[config.mk]
export PLATFORM = sky130hd
export DESIGN_NAME = fifo_sameclock_burst_writer
export DESIGN_NICKNAME = d
export VERILOG_FILES = /design/src/rtl/fifo_sameclock_burst_writer.sv
export SDC_FILE = /design/constraint.sdc
export NUM_CORES = 1
export LEC_CHECK = 0
export CORE_UTILIZATION = 60
export DETAILED_ROUTE_END_ITERATION = 10
export DONT_BUFFER_PORTS = 1
export PLACE_DENSITY = 0.76
export RECOVER_POWER = 100
export SLEW_MARGIN = 20
export SYNTH_ARGS = -nofsm -noshare
export SYNTH_HDL_FRONTEND = slang
export SYNTH_SLANG_ARGS = --single-unit
[constraint.sdc]
create_clock -name clk -period 5.6 [get_ports clk]
set_input_delay 1.12 -clock clk [delete_from_list [all_inputs] [get_ports clk]]
set_output_delay 1.12 -clock clk [all_outputs]
set_load 0.005 [all_outputs]
[src/rtl/fifo_sameclock_burst_writer.sv]
// Write-side controller for a same-clock BRAM FIFO. It reserves FIFO space for a whole
// burst before accepting any upstream data, so the FIFO can never overflow.
//
//  state  | meaning
//  IDLE   | no burst; burst_req/burst_len sampled here
//  WAIT   | burst length latched; waiting until free space covers it
//  XFER   | streaming accepted words into the FIFO
module fifo_sameclock_burst_writer #(
  parameter int WIDTH      = 9,
  parameter int DATA_WIDTH = 64
) (
  input  logic                  clk,
  input  logic                  rst,
  input  logic [WIDTH:0]        fill_in,
  input  logic                  burst_req,
  input  logic [WIDTH:0]        burst_len,
  output logic                  burst_grant,
  input  logic                  din_valid,
  input  logic [DATA_WIDTH-1:0] din,
  output logic                  din_ready,
  output logic                  wr,
  output logic [DATA_WIDTH-1:0] mem_wdata,
  output logic                  busy,
  output logic                  burst_done,
  output logic                  err_len
);

  localparam logic [WIDTH:0] DEPTH = {1'b1, {WIDTH{1'b0}}};
  localparam logic [WIDTH:0] ONE   = {{WIDTH{1'b0}}, 1'b1};

  typedef enum logic [1:0] {
    S_IDLE = 2'd0,
    S_WAIT = 2'd1,
    S_XFER = 2'd2
  } state_t;

  state_t                state_q, state_d;
  logic [WIDTH:0]        remain_q, remain_d;
  logic                  ok_q, ok_d;
  logic                  din_ready_q, din_ready_d;
  logic                  wr_q, wr_d;
  logic [DATA_WIDTH-1:0] mem_wdata_q, mem_wdata_d;
  logic                  burst_done_q, burst_done_d;
  logic                  err_len_q, err_len_d;

  logic [WIDTH:0] free;
  logic           len_legal;
  logic           accept;

  // A write issued this cycle is not yet reflected in fill_in, so charge it here.
  assign free      = DEPTH - fill_in - {{WIDTH{1'b0}}, wr_q};
  assign len_legal = (burst_len != '0) && (burst_len <= DEPTH);
  assign accept    = din_valid && din_ready_q;

  always_comb begin
    state_d      = state_q;
    remain_d     = remain_q;
    ok_d         = 1'b0;
    din_ready_d  = din_ready_q;
    wr_d         = 1'b0;
    mem_wdata_d  = mem_wdata_q;
    burst_done_d = 1'b0;
    err_len_d    = 1'b0;
    burst_grant  = 1'b0;

    case (state_q)
      S_IDLE: begin
        if (burst_req) begin
          if (len_legal) begin
            remain_d = burst_len;
            state_d  = S_WAIT;
          end else begin
            err_len_d = 1'b1;
          end
        end
      end
      S_WAIT: begin
        // ok_q is one cycle old; reads only grow free space, so granting on it is safe.
        if (ok_q) begin
          burst_grant = 1'b1;
          din_ready_d = 1'b1;
          state_d     = S_XFER;
        end else begin
          ok_d = (free >= remain_q);
        end
      end
      S_XFER: begin
        if (accept) begin
          wr_d        = 1'b1;
          mem_wdata_d = din;
          remain_d    = remain_q - ONE;
          if (remain_q == ONE) begin
            din_ready_d  = 1'b0;
            burst_done_d = 1'b1;
            state_d      = S_IDLE;
          end
        end
      end
      default: begin
        state_d     = S_IDLE;
        din_ready_d = 1'b0;
      end
    endcase
  end

  always_ff @(posedge clk) begin
    if (rst) begin
      state_q      <= S_IDLE;
      remain_q     <= '0;
      ok_q         <= 1'b0;
      din_ready_q  <= 1'b0;
      wr_q         <= 1'b0;
      mem_wdata_q  <= '0;
      burst_done_q <= 1'b0;
      err_len_q    <= 1'b0;
    end else begin
      state_q      <= state_d;
      remain_q     <= remain_d;
      ok_q         <= ok_d;
      din_ready_q  <= din_ready_d;
      wr_q         <= wr_d;
      mem_wdata_q  <= mem_wdata_d;
      burst_done_q <= burst_done_d;
      err_len_q    <= err_len_d;
    end
  end

  assign din_ready  = din_ready_q;
  assign wr         = wr_q;
  assign mem_wdata  = mem_wdata_q;
  assign busy       = (state_q != S_IDLE);
  assign burst_done = burst_done_q;
  assign err_len    = err_len_q;

endmodule

==> results of run 1 <==
worst max path at each step:
stage,startpoint,end,slack (ns),cells past startpoint
floorplan,fill_in[0],ok_q$_SDFF_PP0_,2.14,13
detailed placement,fill_in[0],ok_q$_SDFF_PP0_,1.89,13
global route,din_valid,remain_q[1]$_SDFFE_PP0P_,1.58,5
CTS,fill_in[0],ok_q$_SDFF_PP0_,2.21,13
finish,din_valid,remain_q[1]$_SDFFE_PP0P_,1.85,5
global placement,fill_in[0],ok_q$_SDFF_PP0_,2.01,13
cell type report:
class | count | area (sq um)
inverter | 28 | 105.1
sequential | 81 | 1622
tap | 75 | 93.84
multi-input combinational | 339 | 1874
clock inverter | 7 | 76.32
antenna | 1 | 2.502
timing repair buffer | 1 | 3.754
clock buffer | 9 | 123.9
fill | 542 | 2054
cells by family after synthesis:
family / synth area share, %
buffers and inverters: 6.185
AND/OR/NAND/NOR: 20.50
AO/OA/AOI/OAI: 20.43
flip-flops: 43.33
XOR/XNOR: 1.872
adder cells (fa/ha/maj): 7.690
cell usage after synthesis (all sizes together) (2+ instances only):
library cell / number
and2: 3
nor4: 5
or4: 2
a211o: 3
ha: 23
nor2: 11
dfxtp: 81
and4: 2
a31oi: 3
nor3: 6
a22oi: 2
o21ai: 9
clkbuf: 19
nand2b: 4
a21oi: 81
a21o: 3
xor2: 3
inv: 27
o32ai: 7
nand2: 141
buf: 10
o21a: 3
a211oi: 3
xnor2: 5
tightest hold or removal path: stages (launching register included):
cell	delay, ns
dfxtp_1	0.32
nand2_1	0.05
a21oi_1	0.05
routing by layer:
metal | wire [microns] | part of all wire [%] | vias to the layer above | track usage [%]
met3 | 815 | 9.8 | 4 | 9.326
met5 | 0 | 0 | - | 0
met2 | 4006 | 48 | 137 | 43.03
met1 | 3419 | 41 | 1389 | 28.79
met4 | 55 | 0.66 | 0 | 9.107
li1 | - | - | 1570 | -
state kept, by name, indices dropped and copies added, names as in the netlist:
signal	cells
mem_wdata	64
burst_done	1
ok_q	1
din_ready	1
wr	1
remain_q	10
err_len	1
state_q	2
power by group:
| group | leakage, nW | internal [W] | switching, W |
|---|---|---|---|
| sequential | 0.654 | 0.000581 | 0.00000631 |
| combinational | 0.641 | 0.0000496 | 0.0000588 |
| clock | 0.102 | 0.000211 | 0.000221 |
| total | 1.40 | 0.000842 | 0.000286 |
through the flow:
step	total power [W]	utilization (%)	hold slack [ns]	setup slack (ns)	instances
global placement	0.0007044	62.48	0.4527	2.008	524
global route	0.001180	65.50	0.4867	1.584	541
CTS	0.001136	65.84	0.4701	2.207	540
detailed placement	0.0007085	62.48	0.4592	1.888	524
floorplan	0.0006951	-	0.4389	2.137	477
finish	0.001128	65.50	0.4675	1.847	541
==> impl_results.md, run 1 <==
* Status: complete, but fails checks
* Failing checks: max-capacitance violations, max-slew violations
* Hold path cells at 2
* WL per Instance at 15.33 microns
* Die H at 80.98 microns
* R2R setup slack at 2.14 ns
* CP arrival at 4.01 ns
* Most common cell after layout, fill and taps aside: nand2_1
* CTS tree: done
* R2r endpoint: remain_q[1]$_SDFFE_PP0P_
* CTS root buf: clkbuf_8
* Top-area cell type share of the netlist area at 43.33%
* Worst Setup Start Kind: input port
* Layout cell share with drive strength beyond 1 at 4.731%
* Hold Startpoint: mem_wdata[19]$_SDFFE_PP0P_
* Core ar. at 5956 sq um
* Setup_tns at 0 ns
* Power Density at 289.0 nW/um^2
* Worst Hold End: mem_wdata[19]$_SDFFE_PP0P_
* Yosys warns at 0
* Global-route usage over all layers at 25.25%
* Final instance area at 3901 sq um
* DRC errors left at 0
* Routed Antenna Nets at 0
* Final wirelength at 8296 microns
* Vias/cell at 5.730
* Kind of critical path: input port to flip-flop
* Die X at 80.98 microns
* Fmax at 266.5 MHz
* Fin crit share at 67.02%
* Synthesis-stage register bit count at 81
* Synth cell types at 53
* Initial antenna violation count at 1
* CP Buf/Inv Count at 1
* Synth area leader: dfxtp_1
* CTS sink count at 81
* Lkg Pwr at 1.397 nW
* IO Pins at 158
* # setup viols final at 0
* Cts repair resizes at 0
* Crit path largest cell delay at 1.35 ns
* Row count at 28
* Ys async rst share at 0%
* CTS Buffer Depth at 2
* Cells after synthesis at 477
* Reg clk slew, reported paths at 0.08 ns
* Initial Util at 62.84%
* GP Congestion at 0.8813
* CP Cell Sequence: and2_0, nand2_1, clkbuf_1, a221oi_1, a211oi_1
* Worst-path maximum fanout at 41
* Most frequent cells in the layout: 141 x nand2_1, 81 x dfxtp_1, 80 x a21oi_1
* Crit end category: flip-flop
* Mapped Nets at 588
* Crit path max-delay cell type: clkbuf_1
* Clock Skew at 0.01034 ns
* First-pass GRT wire length at 12710 microns
* Clock period minus worst slack at 3.753 ns
* Dpl hpwl at 5739 microns
* Largest cells by area after synthesis: dfxtp_1 43%, nand2_1 14%, a21oi_1 11%
* Vias at 3100
* Number of global-route vias before repair at 2916
* Post-CTS Setup Inserts at 0
* Avg Cell Area, Syn at 7.846 sq um
* Top Family by Delay on Critical Path: buffers and inverters
* IR drop worst, VDD at 0.1765 mV
* Mapped Area at 3742 sq um
* R2R cell count at 5
* Top FF cell, synth: dfxtp_1
* RSZ-0062 raised after global routing: false
* Hold WC Path Type: flip-flop to flip-flop
* Synth-to-Final Area Change at 4.246%
* GRT overflow at 0
* Nets at 571
* Endpoints failing hold at 0
* Worst-margin pin slew at 1.777 ns
* Clk_lat worst skew at 0.35 ns
* H-tree Lvls at 3
* Drt pass-1 iters at 4
* Number of synthesized flops with an enable pin at 0
* Worst EP required at 5.85 ns
* CTS buffer count at 9
* RR Startpoint: state_q[1]$_SDFFE_PP0P_
* Slew HR at -18.45%
* Hold buffer count at CTS at 0
* Die area at 6557 sq um
* Post-synthesis sequential area ratio at 43.33%
* Max-cap viol count at 1
* Port Buffers at 0
* Initial DRC count at 174
* Largest net degree at the start of global routing at 81
* Placed Area at 3721 sq um
* Final Max Slew Viols at 42
Note: power is estimated with default switching activity, not from simulation.
==> inputs of run 2 (changes only) <==
--- a/config.mk
+++ b/config.mk
@@ -5,10 +5,10 @@
 export SDC_FILE = /design/constraint.sdc
 export NUM_CORES = 1
 export LEC_CHECK = 0
-export CORE_UTILIZATION = 60
+export CORE_UTILIZATION = 57
 export DETAILED_ROUTE_END_ITERATION = 10
 export DONT_BUFFER_PORTS = 1
-export PLACE_DENSITY = 0.76
+export PLACE_DENSITY = 0.75
 export RECOVER_POWER = 100
 export SLEW_MARGIN = 20
 export SYNTH_ARGS = -nofsm -noshare
==> constraint.sdc (replaced) <==
create_clock -name clk -period 3.2 [get_ports clk]
set_input_delay 0.64 -clock clk [delete_from_list [all_inputs] [get_ports clk]]
set_output_delay 0.64 -clock clk [all_outputs]
set_load 0.005 [all_outputs]
==> run 2 against run 1 <==
The flow now finishes without violations. Utilization fell by 3.8 points. Non-clock buffer count rose by 1. Flip-flop and latch count did not move. Largest cell class unchanged. Clock power rose by 65%. Largest power group unchanged. Sequential share of layout area fell by 0.15 points. Clock skew rose by 0.0017 ns. Sequential power rose by 75%. Setup slack got worse by 1.6 ns. Register-to-register slack got worse by 1.9 ns. Via count rose by 3.2%. Global-route usage fell by 1.2 points.
==> impl_results.md, run 2 (synthesis results as in run 1) <==
* Status: completed (was complete, but fails checks)
* Max-cap viol count at 0 (was 1)
* Fmax at 339.4 MHz
* Hold Startpoint: rst (was mem_wdata[19]$_SDFFE_PP0P_)
* # setup viols final at 0 (unchanged)
* Hold buffer count at CTS at 0 (unchanged)
* Layout cell share with drive strength beyond 1 at 5.150% (was 4.731%)
* Largest net degree at the start of global routing at 81 (unchanged)
* R2R cell count at 13 (was 5)
* Initial DRC count at 190 (was 174)
* Vias/cell at 5.893 (was 5.730)
* Clock Skew at 0.01200 ns (was 0.01034 ns)
* Initial Util at 58.94% (was 62.84%)
* Global-route usage over all layers at 24.10% (was 25.25%)
* Met3 global-route usage at 6.461% (was 9.326%)
* Row count at 29 (was 28)
* Endpoints failing hold at 0 (unchanged)
* Hold path cells at 1 (was 2)
* Worst EP required at 3.47 ns (was 5.85 ns)
* DRC errors left at 0 (unchanged)
* Most frequent cells in the layout: 141 x nand2_1, 81 x a21oi_1, 81 x dfxtp_1 (was 141 x nand2_1, 81 x dfxtp_1, 80 x a21oi_1)
* Routed Antenna Nets at 0 (unchanged)
* Die X at 83.03 microns (was 80.98 microns)
* Initial antenna violation count at 0 (was 1)
* Slew HR at 25.09% (was -18.45%)
* Lkg Pwr at 1.394 nW (was 1.397 nW)
* Worst-margin pin slew at 1.121 ns (was 1.777 ns)
* Dpl hpwl at 5800 microns (was 5739 microns)
* GRT overflow at 0 (unchanged)
* M1 GR Usage at 28.73% (was 28.79%)
* Die H at 83.03 microns (was 80.98 microns)
* Setup_tns at 0 ns (unchanged)
* H-tree Lvls at 3 (unchanged)
* Fin crit share at 92.08%
* Worst Hold End: mem_wdata[36]$_SDFFE_PP0P_ (was mem_wdata[19]$_SDFFE_PP0P_)
* Core ar. at 6350 sq um (was 5956 sq um)
* Final Max Slew Viols at 0 (was 42)
* CTS sink count at 81 (unchanged)
* R2r endpoint: ok_q$_SDFF_PP0_ (was remain_q[1]$_SDFFE_PP0P_)
* Drt pass-1 iters at 4 (unchanged)
* Vias at 3200 (was 3100)
* First-pass GRT wire length at 13620 microns (was 12710 microns)
* CTS buffer count at 9 (unchanged)
* Clock period minus worst slack at 2.946 ns
* Max reg flops at 64 (unchanged)
* Met2 GRT Util at 41.06% (was 43.03%)
* WL per Instance at 15.41 microns (was 15.33 microns)
* Power Density at 494.7 nW/um^2 (was 289.0 nW/um^2)
* R2R setup slack at 0.25 ns (was 2.14 ns)
* Final instance area at 3915 sq um (was 3901 sq um)
* GP Congestion at 0.8319 (was 0.8813)
* CTS tree: done (unchanged)
* Hold WC Path Type: input port to flip-flop (was flip-flop to flip-flop)
* Gr busiest metal: met2 (unchanged)
* Most common cell after layout, fill and taps aside: nand2_1 (unchanged)
* CTS root buf: clkbuf_8 (unchanged)
* Crit end category: flip-flop (unchanged)
* Die area at 6893 sq um (was 6557 sq um)
* Kind of critical path: flip-flop to flip-flop (was input port to flip-flop)
* Reg clk slew, reported paths at 0.09 ns (was 0.08 ns)
* Worst Setup Start Kind: flip-flop (was input port)
* Nets at 572 (was 571)
* Final wirelength at 8370 microns (was 8296 microns)
* IO Pins at 158 (unchanged)
* CTS Buffer Depth at 2 (unchanged)
* Worst-path maximum fanout at 2 (was 41)
* RR Startpoint: wr$_SDFF_PP0_ (was state_q[1]$_SDFFE_PP0P_)
* Placed Area at 3744 sq um (was 3721 sq um)
* CP arrival at 3.22 ns (was 4.01 ns)
* Ant. Diodes at 0 (was 1)
* Clk_lat worst skew at 0.35 ns (about the same)
* Number of global-route vias before repair at 3019 (was 2916)
* Port Buffers at 0 (unchanged)
* Synth-to-Final Area Change at 4.614% (was 4.246%)
* IR drop worst, VDD at 0.3188 mV (was 0.1765 mV)
-- run 2: cell count changes in the layout (fill, tap and decap cells not counted), sizes merged --
cell      previous run  this run
diode                1         0
clkinvlp             1         3
clkinv               3         2
clkbuf              10        11
buf                  0         1
inv                 30        29
bufinv               1         0
-- run 2: worst max path at each step --
stage / startpoint / endpoint / cells after the start
after CTS: wr$_SDFF_PP0_ / ok_q$_SDFF_PP0_ / 13
after detailed placement: fill_in[0] / ok_q$_SDFF_PP0_ / 13
after global routing: wr$_SDFF_PP0_ / ok_q$_SDFF_PP0_ / 15
final: wr$_SDFF_PP0_ / ok_q$_SDFF_PP0_ / 13
after floorplan: fill_in[0] / ok_q$_SDFF_PP0_ / 13
after global placement: fill_in[0] / ok_q$_SDFF_PP0_ / 13
-- run 2: area by class of cell --
type	count	area, sq um
clock buffer	10	137.6
clock inverter	6	51.30
fill	578	2435
inverter	28	105.1
multi-input combinational	339	1876
sequential	81	1622
tap	77	96.34
timing repair buffer	2	27.53
-- run 2: metal layers --
layer | share of wire, % | wire length [microns]
met5 | 0 | 0
met4 | 1.7 | 144
met3 | 8.3 | 696
met2 | 48 | 4058
met1 | 41 | 3471
-- run 2: what timing repair did --
action	4_1_cts	5_1_grt
setup endpoints to repair	0	1
buffers inserted	0	0
gates resized for setup	0	2
-- run 2: report_power, final --
group | total, W | switching (W) | internal (W)
sequential | 0.00103 | 0.0000112 | 0.00102
combinational | 0.000196 | 0.000108 | 0.0000879
clock | 0.000712 | 0.000400 | 0.000313
total | 0.00194 | 0.000519 | 0.00142
-- run 2: per-stage QoR --
step | power, W | hold WS, ns | utilization (%) | setup WS [ns] | std cells
6_report | 0.001937 | 0.3445 | 61.66 | 0.2535 | 543
5_1_grt | 0.002009 | 0.3218 | 61.66 | -0.02888 | 543
4_1_cts | 0.001944 | 0.3356 | 61.93 | 0.1195 | 543
3_5_place_dp | 0.001244 | 0.4579 | 58.96 | -0.1663 | 527
3_3_place_gp | 0.001234 | 0.4540 | 58.96 | 0.08091 | 527
2_1_floorplan | 0.001216 | 0.4389 | - | 0.2174 | 477
-- run 2: worst max-delay path, cell delays in order, from the launching register on --
cell and delay [ns]:
dfxtp_1 0.35, inv_1 0.05, ha_1 0.18, ha_1 0.19, a211o_1 0.32, a21oi_1 0.22, o211ai_1 0.13, a21oi_1 0.22
xnor2_1 0.15, ha_1 0.19, o21ai_0 0.11, a2111oi_2 0.43, o2111ai_1 0.17, o21ai_0 0.16
